File: src/rtl/vi_ddr_wr_ctrl.sv
// Write-side DDR burst controller: drains the video-input FIFO into fixed-length
// write bursts and rotates across BUF_NUM frame buffers.
module vi_ddr_wr_ctrl #(
    parameter int          DATA_W      = 128,
    parameter int          CNT_W       = 10,
    parameter int          ADDR_W      = 28,
    parameter int          BURST_LEN   = 64,
    parameter int          FRAME_BEATS = 518400,
    parameter int          BUF_NUM     = 3,
    parameter logic [31:0] BASE_ADDR   = 32'h0000_0000,
    parameter logic [31:0] BUF_STRIDE  = 32'h0080_0000
) (
    input  logic              ui_clk,
    input  logic              ui_rst,
    input  logic              frame_start,
    input  logic [CNT_W-1:0]  rd_data_count,
    output logic              pkg_wr_en,
    input  logic [DATA_W-1:0] pkg_wr_data,
    output logic              wr_burst_req,
    output logic [9:0]        wr_burst_len,
    output logic [ADDR_W-1:0] wr_burst_addr,
    input  logic              wr_burst_data_req,
    output logic [DATA_W-1:0] wr_burst_data,
    input  logic              wr_burst_finish,
    output logic [1:0]        wr_buf_idx,
    output logic [1:0]        last_buf_idx,
    output logic              frame_done,
    output logic              frame_err
);

    typedef enum logic [1:0] {S_IDLE, S_WAIT, S_REQ, S_DATA} state_t;

    localparam logic [19:0] FRAME_LEN = 20'(FRAME_BEATS);
    localparam logic [19:0] BURST_MAX = 20'(BURST_LEN);
    localparam logic [1:0]  LAST_BUF  = 2'(BUF_NUM - 1);

    state_t            r_state;
    logic [19:0]       r_offset;
    logic [19:0]       r_remaining;
    logic              r_pending;

    logic [19:0]       w_len;
    logic [19:0]       w_offset_nxt;
    logic [19:0]       w_remaining_nxt;
    logic [1:0]        w_buf_nxt;
    logic [ADDR_W-1:0] w_addr;
    logic              w_active;
    logic              w_finish;
    logic              w_pend;

    // NOTE: the FIFO pop is a direct gate of the controller's beat request so the
    // FIFO's one-cycle read latency lines up with the controller's next-cycle data.
    assign w_active      = (r_state == S_REQ) || (r_state == S_DATA);
    assign pkg_wr_en     = w_active && wr_burst_data_req;
    assign wr_burst_data = pkg_wr_data;

    assign w_len           = (r_remaining < BURST_MAX) ? r_remaining : BURST_MAX;
    assign w_offset_nxt    = r_offset + 20'(wr_burst_len);
    assign w_remaining_nxt = r_remaining - 20'(wr_burst_len);
    assign w_buf_nxt       = (wr_buf_idx == LAST_BUF) ? 2'd0 : wr_buf_idx + 2'd1;
    assign w_addr          = ADDR_W'(BASE_ADDR)
                           + ADDR_W'(wr_buf_idx) * ADDR_W'(BUF_STRIDE)
                           + ADDR_W'({r_offset, 4'b0000});

    // A single-beat burst may see its only request and the finish together in REQ.
    assign w_finish = wr_burst_finish &&
                      ((r_state == S_DATA) || ((r_state == S_REQ) && wr_burst_data_req));
    assign w_pend   = r_pending || frame_start;

    always_ff @(posedge ui_clk or posedge ui_rst) begin
        if (ui_rst) begin
            r_state       <= S_IDLE;
            r_offset      <= '0;
            r_remaining   <= '0;
            r_pending     <= 1'b0;
            wr_burst_req  <= 1'b0;
            wr_burst_len  <= '0;
            wr_burst_addr <= '0;
            wr_buf_idx    <= '0;
            last_buf_idx  <= '0;
            frame_done    <= 1'b0;
            frame_err     <= 1'b0;
        end else begin
            frame_done <= 1'b0;
            frame_err  <= 1'b0;
            case (r_state)
                S_IDLE: begin
                    if (w_pend) begin
                        r_offset    <= '0;
                        r_remaining <= FRAME_LEN;
                        r_pending   <= 1'b0;
                        r_state     <= S_WAIT;
                    end
                end
                S_WAIT: begin
                    if (frame_start && (r_remaining != FRAME_LEN)) begin
                        frame_err   <= 1'b1;
                        wr_buf_idx  <= w_buf_nxt;
                        r_offset    <= '0;
                        r_remaining <= FRAME_LEN;
                    end else if (20'(rd_data_count) >= w_len) begin
                        wr_burst_len  <= 10'(w_len);
                        wr_burst_addr <= w_addr;
                        wr_burst_req  <= 1'b1;
                        r_state       <= S_REQ;
                    end
                end
                S_REQ, S_DATA: begin
                    if (frame_start) r_pending <= 1'b1;
                    if ((r_state == S_REQ) && wr_burst_data_req) begin
                        wr_burst_req <= 1'b0;
                        r_state      <= S_DATA;
                    end
                    if (w_finish) begin
                        r_offset    <= w_offset_nxt;
                        r_remaining <= w_remaining_nxt;
                        if (w_remaining_nxt == '0) begin
                            // A start seen during this burst stays pending and
                            // launches the next frame from IDLE.
                            frame_done   <= 1'b1;
                            last_buf_idx <= wr_buf_idx;
                            wr_buf_idx   <= w_buf_nxt;
                            r_state      <= S_IDLE;
                        end else if (w_pend) begin
                            frame_err   <= 1'b1;
                            wr_buf_idx  <= w_buf_nxt;
                            r_offset    <= '0;
                            r_remaining <= FRAME_LEN;
                            r_pending   <= 1'b0;
                            r_state     <= S_WAIT;
                        end else begin
                            r_state <= S_WAIT;
                        end
                    end
                end
                default: r_state <= S_IDLE;
            endcase
        end
    end

endmodule

File: config.mk
export PLATFORM = sky130hd
export DESIGN_NAME = vi_ddr_wr_ctrl
export DESIGN_NICKNAME = d
export VERILOG_FILES = /design/src/rtl/vi_ddr_wr_ctrl.sv
export SDC_FILE = /design/constraint.sdc
export NUM_CORES = 1
export LEC_CHECK = 0
export BUFFER_PORTS_ARGS = -buffer_cell sky130_fd_sc_hd__buf_2
export CAP_MARGIN = 0
export CELL_PAD_IN_SITES_DETAIL_PLACEMENT = 1
export CELL_PAD_IN_SITES_GLOBAL_PLACEMENT = 1
export CORE_MARGIN = 2
export CORE_UTILIZATION = 35
export DETAILED_ROUTE_END_ITERATION = 7
export PLACE_DENSITY = 0.86
export SLEW_MARGIN = 20
export SYNTH_ARGS = -nofsm -noshare
export SYNTH_HDL_FRONTEND = slang
export SYNTH_SLANG_ARGS = --single-unit
File: constraint.sdc
create_clock -name ui_clk -period 7.7 [get_ports ui_clk]
set_input_delay 0.385 -clock ui_clk [delete_from_list [all_inputs] [get_ports ui_clk]]
set_output_delay 0.385 -clock ui_clk [all_outputs]
set_load 0.01 [all_outputs]
Word-level counts from Yosys, hierarchy flattened
Cells that the tools add are included.
{"block": "totals", "reg_bits": 88, "input_bits": 143, "out_inout_bits": 174, "wordCells": 94}
{"block": "classes", "add_sub_neg": 4, "order_cmp": 2, "eq_ne": 13, "muxes": 44, "bitwise_logic": 1, "reduce_logical": 19}
{"cell": "two-way mux 20 bit", "count": 11}
{"cell": "one-hot mux 20 bit (3 select lines)", "count": 2}
{"cell": "adder 25 x 24 -> 26 bit", "count": 1}
{"cell": "adder 20 x 10 -> 20 bit", "count": 1}
{"cell": "greater-or-equal comparator 10 x 20 -> 1 bit", "count": 1}
{"cell": "logical NOT 20 bit", "count": 1}
{"cell": "< comparator 20 x 7 -> 1 bit (second input constant)", "count": 1}
{"cell": "two-way mux 2 bit", "count": 10}
{"cell": "inequality test 20 x 19 -> 1 bit (second input constant)", "count": 1}
{"cell": "subtractor 20 x 10 -> 20 bit", "count": 1}
{"cell": "two-way mux 1 bit", "count": 16}
{"cell": "inequality test 2 bit (second input constant)", "count": 6}
{"cell": "AND reduction 4 bit", "count": 3}
{"cell": "AND reduction 3 bit", "count": 3}
{"cell": "== test 2 bit (second input constant)", "count": 3}
{"cell": "inequality test 3 bit (second input constant)", "count": 2}
{"cell": "one-hot mux 1 bit (2 select lines)", "count": 3}
{"cell": "one-hot mux 2 bit (3 select lines)", "count": 1}
{"cell": "logical AND 1 bit", "count": 4}
{"cell": "one-hot mux 2 bit (2 select lines)", "count": 1}
{"cell": "nonzero test 2 bit", "count": 2}
{"cell": "logical OR 1 bit", "count": 3}
{"cell": "adder 2 x 1 -> 2 bit (second input constant)", "count": 1}
{"cell": "== test 2 x 1 -> 1 bit (second input constant)", "count": 1}
{"cell": "4 further kinds", "count": 4}

Depth between registers and ports, before layout
Gate-level depths: netlist (run 1).
{"block": "depth", "ltp_word": 6, "ltp_mapped": 18, "ltp_nobuf": 15}

Worst setup path after synthesis (run 1)
OpenSTA, ideal clock, no wires.
{"block": "synth_path", "path_kind": "register to register", "start": "reg r_remaining[15]", "end": "reg wr_burst_addr[10]", "setup_time_ns": 0.125, "arrival_ns": 3.584, "required_ns": 7.575, "path_slack_ns": 3.991, "stages_incl_launch_ff": 16, "n_path_buf": 2, "period_less_slack_ns": 3.709, "cell_sequence": "dfrtp_1 or3_4 nor3_1 and3_1 clkbuf_1 and2_1 ha_1 nand2b_1 a21o_1 a21o_1 a211oi_1 o21ai_0 o2111ai_1 a21o_1 clkbuf_1 mux2_2"}
{"block": "synth_via", "elab_chain_len": 4, "elab_cells_between_ends": 7, "cone_classes": "order compare (2); eq/ne (1); mux (1); bitwise (1); reduce/logical (2)"}
{"element": "start, declared", "line": "39", "source": "logic [19:0] r_remaining;"}
{"element": "start signal, assigned", "line": "116", "source": "r_remaining <= w_remaining_nxt;"}
{"element": "< comparator 20 x 7 -> 1 bit", "line": "57", "source": "assign w_len = (r_remaining < BURST_MAX) ? r_remaining : BURST_MAX;"}
{"element": "two-way mux 20 bit", "line": "57"}
{"element": "named net w_len[0]", "line": "42", "source": "logic [19:0] w_len;"}
{"element": "greater-or-equal comparator 10 x 20 -> 1 bit", "line": "101", "source": "end else if (20'(rd_data_count) >= w_len) begin"}
{"element": "AND reduction 3 bit (no source line)"}
{"element": "end signal, assigned", "line": "103", "source": "wr_burst_addr <= w_addr;"}
{"element": "end, declared", "line": "21", "source": "output logic [ADDR_W-1:0] wr_burst_addr,"}
The timed path passes the listed nets, and every way through them passes these cells.
A chain may end at the register's enable or synchronous reset.

Worst setup path after layout (run 1)
{"block": "layout_path", "start": "reg r_remaining[13]", "end": "reg wr_burst_addr[12]"}
Same word-level chain as after synthesis.

==> results.sh, run 1 <==
export IMPL_status="finished, final reports clean"
export IMPL_rows=48
export IMPL_fin_crit_sh=0.573
export IMPL_via_count=4442
export IMPL_hold_buffers=0
export IMPL_overflow=0
export IMPL_final_hold_viol_count=0
export IMPL_path_max_fanout=18
export IMPL_final_core_util=0.343
export IMPL_port_buffers=54
export IMPL_numCtsBuffers=9
export IMPL_hold_class="in2async"
export IMPL_antenna_found_initial=0
export IMPL_cts_setup_buffers=0
export IMPL_rsz0062_at_grt="no"
export IMPL_startpoint_type="register"
export IMPL_grt_pass1_wl_um=24900
export IMPL_worst_slew_pin_slew_ps=963
export IMPL_gp_congestion=0.896
export IMPL_finalSetupViolations=0
export IMPL_synthFlopType="dfrtp_1"
export IMPL_reg2regPathDepth=14
export IMPL_cts_resized=0
export IMPL_clock_skew_ps=5.49
export IMPL_diodes=0
export IMPL_slew_headroom=0.352
export IMPL_die_w_um=136
export IMPL_antenna_left=0
export IMPL_async_reset_ff_frac=1.00
export IMPL_seq_area_frac_synth=0.337
export IMPL_first_global_vias=4691
export IMPL_cts_root_buf="clkbuf_16"
export IMPL_max_freq_mhz=226
export IMPL_wl_per_cell_um=18.4
export IMPL_drc_errors=0
export IMPL_die_h_um=136
export IMPL_syn_inst=670
export IMPL_start_util=0.354
export IMPL_drt_wl_total_um=15100
export IMPL_crit_path_start="r_remaining[13]"
export IMPL_setup_tns_ps=0
export IMPL_required_ps=7920
export IMPL_yosysUniqueCellTypes=65
export IMPL_grt_max_degree=83
export IMPL_h_tree_depth=3
export IMPL_clk_latency_ps=340
export IMPL_viasPerCell=5.39
export IMPL_core_area_um2=17200
export IMPL_final_nets=771
export IMPL_cts_sinks=82
export IMPL_cts_tree="built"
export IMPL_r2r_start="r_remaining[13]"
export IMPL_synth_warnings=0
export IMPL_drive_above_1_share=0.175
export IMPL_drv_cap=0
export IMPL_clock_path_buffers=2
export IMPL_final_cell_area_um2=5890
export IMPL_areaGrowthSynthToFinish_pct=-3.19
export IMPL_ir_drop_uv=138
export IMPL_leakagePower_nw=2.86
export IMPL_synth_enable_flop_cells=0
export IMPL_ys_seq_elements=82
export IMPL_drtIter0Drc=245
export IMPL_cp_data_arrival_time_ps=4640
export IMPL_hpwl_um=11000
export IMPL_grt_usage=0.170
export IMPL_critical_path_class="reg2reg"
export IMPL_io_pins=317
export IMPL_powerDensity_nw_per_um2=265
export IMPL_clk_pin_slew_ps=60
export IMPL_first_pass_iters=4
export IMPL_maxSlewViolCount=0
export IMPL_fin_crit_ps=4420
export IMPL_syn_area_per_cell_um2=9.08
export IMPL_die_area_um2=18500
export IMPL_netlist_area_um2=6090
export IMPL_place_area_um2=5590
export IMPL_worstSetupEndpointType="register"
[power breakdown]
part           switching (mW)  internal [mW]
clock network           0.175          0.260
registers              0.0552          0.475
logic                   0.380          0.215
[final timing paths]
| kind | endpoint | slack, ps |
|---|---|---|
| max in group asynchronous | wr_burst_addr[24] | 6920 |
| min | r_offset[3] | 240 |
| max reg2reg | wr_burst_addr[12] | 3280 |
| max | wr_burst_addr[12] | 3280 |
| min in group ui_clk | wr_burst_req | 430 |
| min reg2reg | wr_burst_addr[19] | 470 |
[cells by family after synthesis]
logic type / count (synthesis) / share of synthesized area
buffers and inverters: 172 / 0.193
DFF: 82 / 0.337
other: 2 / 0.00123
and+or+nand+nor: 201 / 0.166
muxes: 22 / 0.0401
xor gates and xnor gates: 22 / 0.0317
AOI/OAI and AO/OA: 135 / 0.158
adders and majority gates: 34 / 0.0724
[critical path, cell delays in order (launching register included)]
cell and delay (ps):
dfrtp_1 510, or3_4 400, nor3_1 240, and3_1 390, and2_1 200, ha_1 230
nand2b_1 140, a21o_1 170, a21o_1 180, a211oi_1 270, o21ai_0 130, o2111ai_1 190
a21o_1 540, buf_4 330, mux2_2 370
[flip-flops by register name, indices dropped and copies added, names as in the netlist]
register	flops
r_remaining	20
r_state	2
r_offset	20
wr_burst_len	10
last_buf_idx	2
wr_burst_addr	22
frame_done	1
r_pending	1
wr_buf_idx	2
frame_err	1
wr_burst_req	1
[synth_stat cells, drive strengths merged (8+ instances only)]
cell type  number  area, um^2
nand2          67         251
nor3           14        70.1
a21o           12        90.1
nand2b         14         103
buf           140        1060
a21oi          24         124
nor2b           8        50.1
clkbuf         11        41.3
dfrtp          82        2050
mux2           19         214
ha             32         400
o21ai          27         135
inv            21        78.8
a22o           13         114
nor2           43         164
xnor2          12         105
nand3          10        50.1
xor2           10        87.6
nand4           8        50.1
[area by class of cell]
| class | instances | area (um^2) |
|---|---|---|
| tap | 225 | 282 |
| inverter | 21 | 80.1 |
| clock inverter | 4 | 51.3 |
| clock buffer | 12 | 246 |
| multi-input combinational | 423 | 2880 |
| timing repair buffer | 57 | 297 |
| sequential | 82 | 2050 |
| fill | 2068 | 11300 |
[placed cells by master (no fill, tap or decap), drive strengths merged, types with 3 or more instances in the layout]
master,count
dfrtp,82
clkbuf,12
nand3,10
nand2,67
or3,4
a21o,12
a2bb2oi,3
a32o,3
xor2,10
o211ai,6
o21a,6
o31ai,4
o2111ai,6
a31oi,4
and3,7
nor2,43
a22o,13
nor2b,8
nand2b,14
nor4,5
a221o,3
o21ai,27
a211o,4
ha,32
xnor2,12
conb,9
nor3,14
inv,20
mux2i,3
mux2,19
clkinv,3
buf,57
a211oi,6
and2,7
a21oi,24
or2,3
nand4,8
[per-layer routing]
metal  part of all wire  global-route usage  vias to the layer above
met3              0.064              0.0455                       30
li1                   -                   -                     2049
met1               0.44               0.218                     2221
met2               0.48               0.285                      142
met5                  0                   0                        -
met4              0.014              0.0417                        0
[metrics by stage]
stage | cells | power [mW] | hold slack, ps | setup slack [ps]
global placement | 808 | 1.11 | 457 | 3620
global route | 824 | 1.66 | 310 | 2960
finish | 824 | 1.56 | 238 | 3280
detailed placement | 808 | 1.12 | 466 | 3450
CTS | 824 | 1.57 | 427 | 3300
floorplan | 677 | 1.03 | 466 | 3990
(Power assumes the default switching activity.)
==> run 2, diff against run 1 <==
Settings changed: CORE_UTILIZATION 35 to 30, PLACE_DENSITY 0.86 to 0.78.
Clock period 7.7 ns to 3.9 ns, I/O delays scaled along.
==> results.sh, run 2 (same netlist as run 1, synthesis figures left out) <==
export IMPL_crit_path_start="wr_burst_len[0]"
export IMPL_core_area_um2=20000
export IMPL_mostFrequentLayoutCells="dfrtp_1, nand2_1, buf_2, nor2_1, ha_1"
export IMPL_areaGrowthSynthToFinish_pct=0.288
export IMPL_place_area_um2=5800
export IMPL_grt_max_degree=48
export IMPL_required_ps=4170
export IMPL_drc_errors=0
export IMPL_startpoint_type="register"
export IMPL_busiest_layer="met2"
export IMPL_overflow=0
export IMPL_first_pass_iters=4
export IMPL_hpwl_um=11600
export IMPL_final_core_util=0.305
export IMPL_viasPerCell=5.03
export IMPL_start_util=0.304
export IMPL_largest_reg_flops=22
export IMPL_final_cell_area_um2=6100
export IMPL_fin_crit_sh=0.936
export IMPL_clock_path_buffers=2
export IMPL_slew_headroom=0.514
export IMPL_diodes=0
export IMPL_clock_skew_ps=8.79
export IMPL_fillerInstances=2398
export IMPL_numCtsBuffers=9
export IMPL_die_area_um2=21400
export IMPL_grt_usage=0.144
export IMPL_maxSlewViolCount=0
export IMPL_critPathSlowestCell="a41o_2"
export IMPL_worst_slew_pin_slew_ps=723
export IMPL_finalSetupViolations=0
export IMPL_fin_crit_ps=3650
export IMPL_gp_congestion=0.869
export IMPL_port_buffers=54
export IMPL_powerDensity_nw_per_um2=518
export IMPL_die_w_um=146
export IMPL_cts_root_buf="clkbuf_16"
export IMPL_antenna_found_initial=0
export IMPL_antenna_left=0
export IMPL_grt_pass1_wl_um=25000
export IMPL_h_tree_depth=3
export IMPL_met3_usage=0.0391
export IMPL_cp_data_arrival_time_ps=3920
export IMPL_critical_path_class="reg2reg"
export IMPL_io_pins=317
export IMPL_path_max_fanout=17
export IMPL_leakagePower_nw=2.95
export IMPL_wl_per_cell_um=17.1
export IMPL_clk_latency_ps=340
export IMPL_cts_sinks=82
export IMPL_via_count=4473
export IMPL_drtIter0Drc=210
export IMPL_cp_cell_sequence="ha_1 -> fa_1 -> nand2b_1 -> a2111o_1 -> a221o_1 -> nor4_1 -> o2111ai_1 -> nor4b_2 -> a41o_2 -> buf_4 -> a32o_1"
export IMPL_ir_drop_uv=262
export IMPL_multi_input_area_um2=2890
export IMPL_max_freq_mhz=274
export IMPL_status="finished, final reports clean"
export IMPL_drt_wl_total_um=15200
export IMPL_reg_top3="wr_burst_addr x22, r_offset x20, r_remaining x20"
export IMPL_final_nets=792
export IMPL_drive_above_1_share=0.204
export IMPL_final_common_cell="dfrtp_1"
export IMPL_clk_pin_slew_ps=60
export IMPL_hold_class="in2reg"
export IMPL_worstSetupEndpointType="register"
export IMPL_final_hold_viol_count=0
export IMPL_r2r_start="wr_burst_len[0]"
export IMPL_register_area_um2=2050
export IMPL_use_met1=0.189
export IMPL_rows=52
export IMPL_met2_usage=0.233
export IMPL_cpPeakStageDelay_ps=440
export IMPL_first_global_vias=4767
export IMPL_hold_start="wr_burst_data_req"
export IMPL_die_h_um=146
export IMPL_regMostFlops="wr_burst_addr"
export IMPL_cts_tree="built"
export IMPL_drv_cap=0
run 2: changes by cell type in the layout (fill, tap and decap cells not counted), sizes merged:
| cell | change |
|---|---|
| buf | +20 |
| dlygate4sd3 | +1 |
| clkinvlp | -1 |
run 2: worst paths after layout:
path                            slack [ps]  cells past startpoint                end
worst max-delay path                   250                     11     r_remaining[2]
worst min-delay path                   240                      3         r_state[0]
worst max register to register         250                     11     r_remaining[2]
worst min register to register         470                      2  wr_burst_addr[19]
max in group asynchronous             2390                      4     r_remaining[0]
min in group asynchronous              450                      3   wr_burst_addr[5]
run 2: timing repair:
action                     in CTS  in global routing
cloned                          0                  0
buffers inserted                0                  0
resized for setup               1                  3
setup endpoints to repair       1                 30
hold endpoints to repair       35                  0
hold buffers                    1                  0
run 2: cell type report:
cell class / instances / area share
clock buffer: 12 / 0.0404
sequential: 82 / 0.336
inverter: 21 / 0.0131
multi-input combinational: 423 / 0.474
clock inverter: 3 / 0.00656
tap: 270 / 0.0554
timing repair buffer: 78 / 0.0742
run 2: routing by layer:
layer,part of all wire,wire length [um],vias up
met5,0,0,-
met4,0.022,332,0
met3,0.059,901,33
met2,0.47,7080,136
met1,0.45,6850,2214
li1,-,-,2090
run 2: through the flow:
stage	setup slack, ps	hold WS (ps)	TNS, ps	power [mW]	std cells
2_1_floorplan	191	397	0	2.03	677
3_3_place_gp	185	285	0	2.29	873
3_5_place_dp	12.3	293	0	2.32	873
4_1_cts	162	238	0	3.18	889
5_1_grt	-2.58	266	-2.58	3.35	889
6_report	250	245	0	3.16	889
run 2: critical path: cells and delay by family (launching register included):
| kind | cells | cell delay, ps |
|---|---|---|
| and+or+nand+nor | 3 | 720 |
| DFF | 1 | 420 |
| buffers and inverters | 1 | 270 |
| AOI/OAI and AO/OA | 5 | 1490 |
| adders and majority gates | 2 | 670 |
run 2: power by group:
group / switching, mW / internal [mW]
registers: 0.104 / 0.938
clock network: 0.332 / 0.508
logic: 0.788 / 0.491
total: 1.22 / 1.94
==> run 3, diff against run 2 <==
Settings changed: PLACE_DENSITY 0.78 to unset, PLACE_DENSITY_LB_ADDON set to 0.08.
==> results.sh, run 3 (same netlist as run 1, synthesis figures left out) <==
export IMPL_critical_path_class="reg2reg"
export IMPL_power_frac_comb=0.412
export IMPL_crit_family="simple AND/OR/NAND/NOR gates"
export IMPL_wl_per_cell_um=19.0
export IMPL_required_ps=4140
export IMPL_met2_usage=0.252
export IMPL_hpwl_um=13200
export IMPL_slew_headroom=0.512
export IMPL_cp_cell_sequence="inv_1 -> ha_1 -> fa_1 -> nand2b_1 -> a2111o_1 -> a221o_1 -> nor4_1 -> o2111ai_1 -> nor4b_2 -> nand3_1 -> nor2_4 -> mux2_2"
export IMPL_place_area_um2=5830
export IMPL_fin_crit_sh=0.954
export IMPL_largest_reg_flops=22
export IMPL_cts_sinks=82
export IMPL_antenna_found_initial=0
export IMPL_port_buffers=54
export IMPL_violations="negative hold slack"
export IMPL_mostFrequentLayoutCells="dfrtp_1, nand2_1, buf_2, nor2_1, ha_1"
export IMPL_r2r_slack_ps=180
export IMPL_met3_usage=0.0397
export IMPL_first_global_vias=4840
export IMPL_hold_buffers=0
export IMPL_r2r_end="last_buf_idx[0]"
export IMPL_busiest_layer="met2"
export IMPL_clock_skew_ps=7.00
export IMPL_maxSlewViolCount=0
export IMPL_clkPwrFrac=0.277
export IMPL_viasPerCell=5.05
export IMPL_reg_top3="wr_burst_addr x22, r_offset x20, r_remaining x20"
export IMPL_clock_path_buffers=2
export IMPL_final_hold_viol_count=49
export IMPL_ir_drop_uv=237
export IMPL_power_net_switching_mw=1.35
export IMPL_regMostFlops="wr_burst_addr"
export IMPL_die_area_um2=21400
export IMPL_max_freq_mhz=269
export IMPL_multi_input_area_um2=2910
export IMPL_holdWs_ps=-26.9
export IMPL_use_met1=0.219
export IMPL_path_max_fanout=4
export IMPL_die_w_um=146
export IMPL_cpPeakStageDelay_ps=410
export IMPL_powerDensity_nw_per_um2=540
export IMPL_cts_root_buf="clkbuf_16"
export IMPL_drt_wl_total_um=17000
export IMPL_worst_slew_pin_slew_ps=726
export IMPL_r2r_start="r_remaining[0]"
export IMPL_die_h_um=146
export IMPL_core_area_um2=20000
export IMPL_numCtsBuffers=9
export IMPL_startpoint_type="register"
export IMPL_overflow=0
export IMPL_rows=52
export IMPL_final_nets=796
export IMPL_first_pass_iters=4
export IMPL_start_util=0.304
export IMPL_drtIter0Drc=144
export IMPL_finalSetupViolations=0
export IMPL_clk_pin_slew_ps=70
export IMPL_final_common_cell="dfrtp_1"
export IMPL_fillerInstances=2361
export IMPL_hold_class="in2async"
export IMPL_drv_cap=0
export IMPL_grt_max_degree=51
export IMPL_worstSetupEndpointType="register"
export IMPL_power_frac_seq=0.311
export IMPL_diodes=0
export IMPL_drive_above_1_share=0.218
export IMPL_final_cell_area_um2=6180
export IMPL_drc_errors=0
export IMPL_worst_path_buf_inv=1
export IMPL_cp_data_arrival_time_ps=3960
export IMPL_cts_tree="built"
export IMPL_via_count=4512
export IMPL_register_area_um2=2050
export IMPL_fin_crit_ps=3720
export IMPL_reg2regPathDepth=12
export IMPL_setup_tns_ps=0
export IMPL_areaGrowthSynthToFinish_pct=1.52
export IMPL_antenna_left=0
export IMPL_critPathSlowestCell="fa_1"
export IMPL_leakagePower_nw=2.98
export IMPL_gp_congestion=0.808
export IMPL_clk_latency_ps=350
export IMPL_rsz0062_at_grt="yes"
export IMPL_status="finished, violations left"
export IMPL_grt_pass1_wl_um=27400
export IMPL_grt_usage=0.163
export IMPL_h_tree_depth=3
export IMPL_intPower_mw=1.99
export IMPL_switching_share=0.404
export IMPL_io_pins=317
[run 3: metal layers]
layer | wire length, um | share of wire
met1 | 7940 | 0.47
met2 | 7690 | 0.45
met3 | 907 | 0.053
met4 | 488 | 0.029
met5 | 0 | 0
[run 3: worst max path at each step]
stage | start | to | slack, ps | cells past startpoint
2_1_floorplan | r_remaining[15] | wr_burst_addr[10] | 190 | 15
3_3_place_gp | r_remaining[15] | wr_burst_addr[23] | 150 | 13
3_5_place_dp | r_remaining[15] | wr_burst_len[0] | 50 | 12
4_1_cts | r_remaining[15] | wr_burst_len[0] | 20 | 13
5_1_grt | r_remaining[0] | last_buf_idx[0] | -10 | 12
6_report | r_remaining[0] | last_buf_idx[0] | 180 | 12
[run 3: what timing repair did]
| action | in CTS | in global routing |
|---|---|---|
| resized for setup | 0 | 6 |
| endpoints found under the setup margin | 0 | 50 |
| hold endpoints to repair | 0 | 0 |
| buffers inserted | 0 | 1 |
[run 3: power groups by stage]
stage	clock network, mW	logic (mW)	registers, mW
5_1_grt	0.995	1.51	1.06
3_3_place_gp	0	1.36	1.05
2_1_floorplan	0	1.00	1.03
6_report	0.924	1.38	1.04
3_5_place_dp	0	1.37	1.05
4_1_cts	0.953	1.37	1.04
[run 3: area by class of cell]
| class | count | area share |
|---|---|---|
| flip-flops and latches | 82 | 0.332 |
| clock inverters | 6 | 0.0119 |
| multi-input cells | 423 | 0.472 |
| inverters | 21 | 0.0132 |
| well taps | 270 | 0.0547 |
| clock buffers | 10 | 0.0387 |
| repair buffers | 82 | 0.0778 |
[run 3: per-stage QoR]
| stage | cells | total power, mW | setup WS, ps | utilization |
|---|---|---|---|---|
| after global routing | 894 | 3.56 | -12.3 | 0.308 |
| after floorplan | 677 | 2.03 | 191 | - |
| after CTS | 893 | 3.36 | 21.0 | 0.307 |
| final | 894 | 3.34 | 179 | 0.308 |
| after global placement | 877 | 2.42 | 146 | 0.291 |
| after detailed placement | 877 | 2.42 | 46.2 | 0.291 |
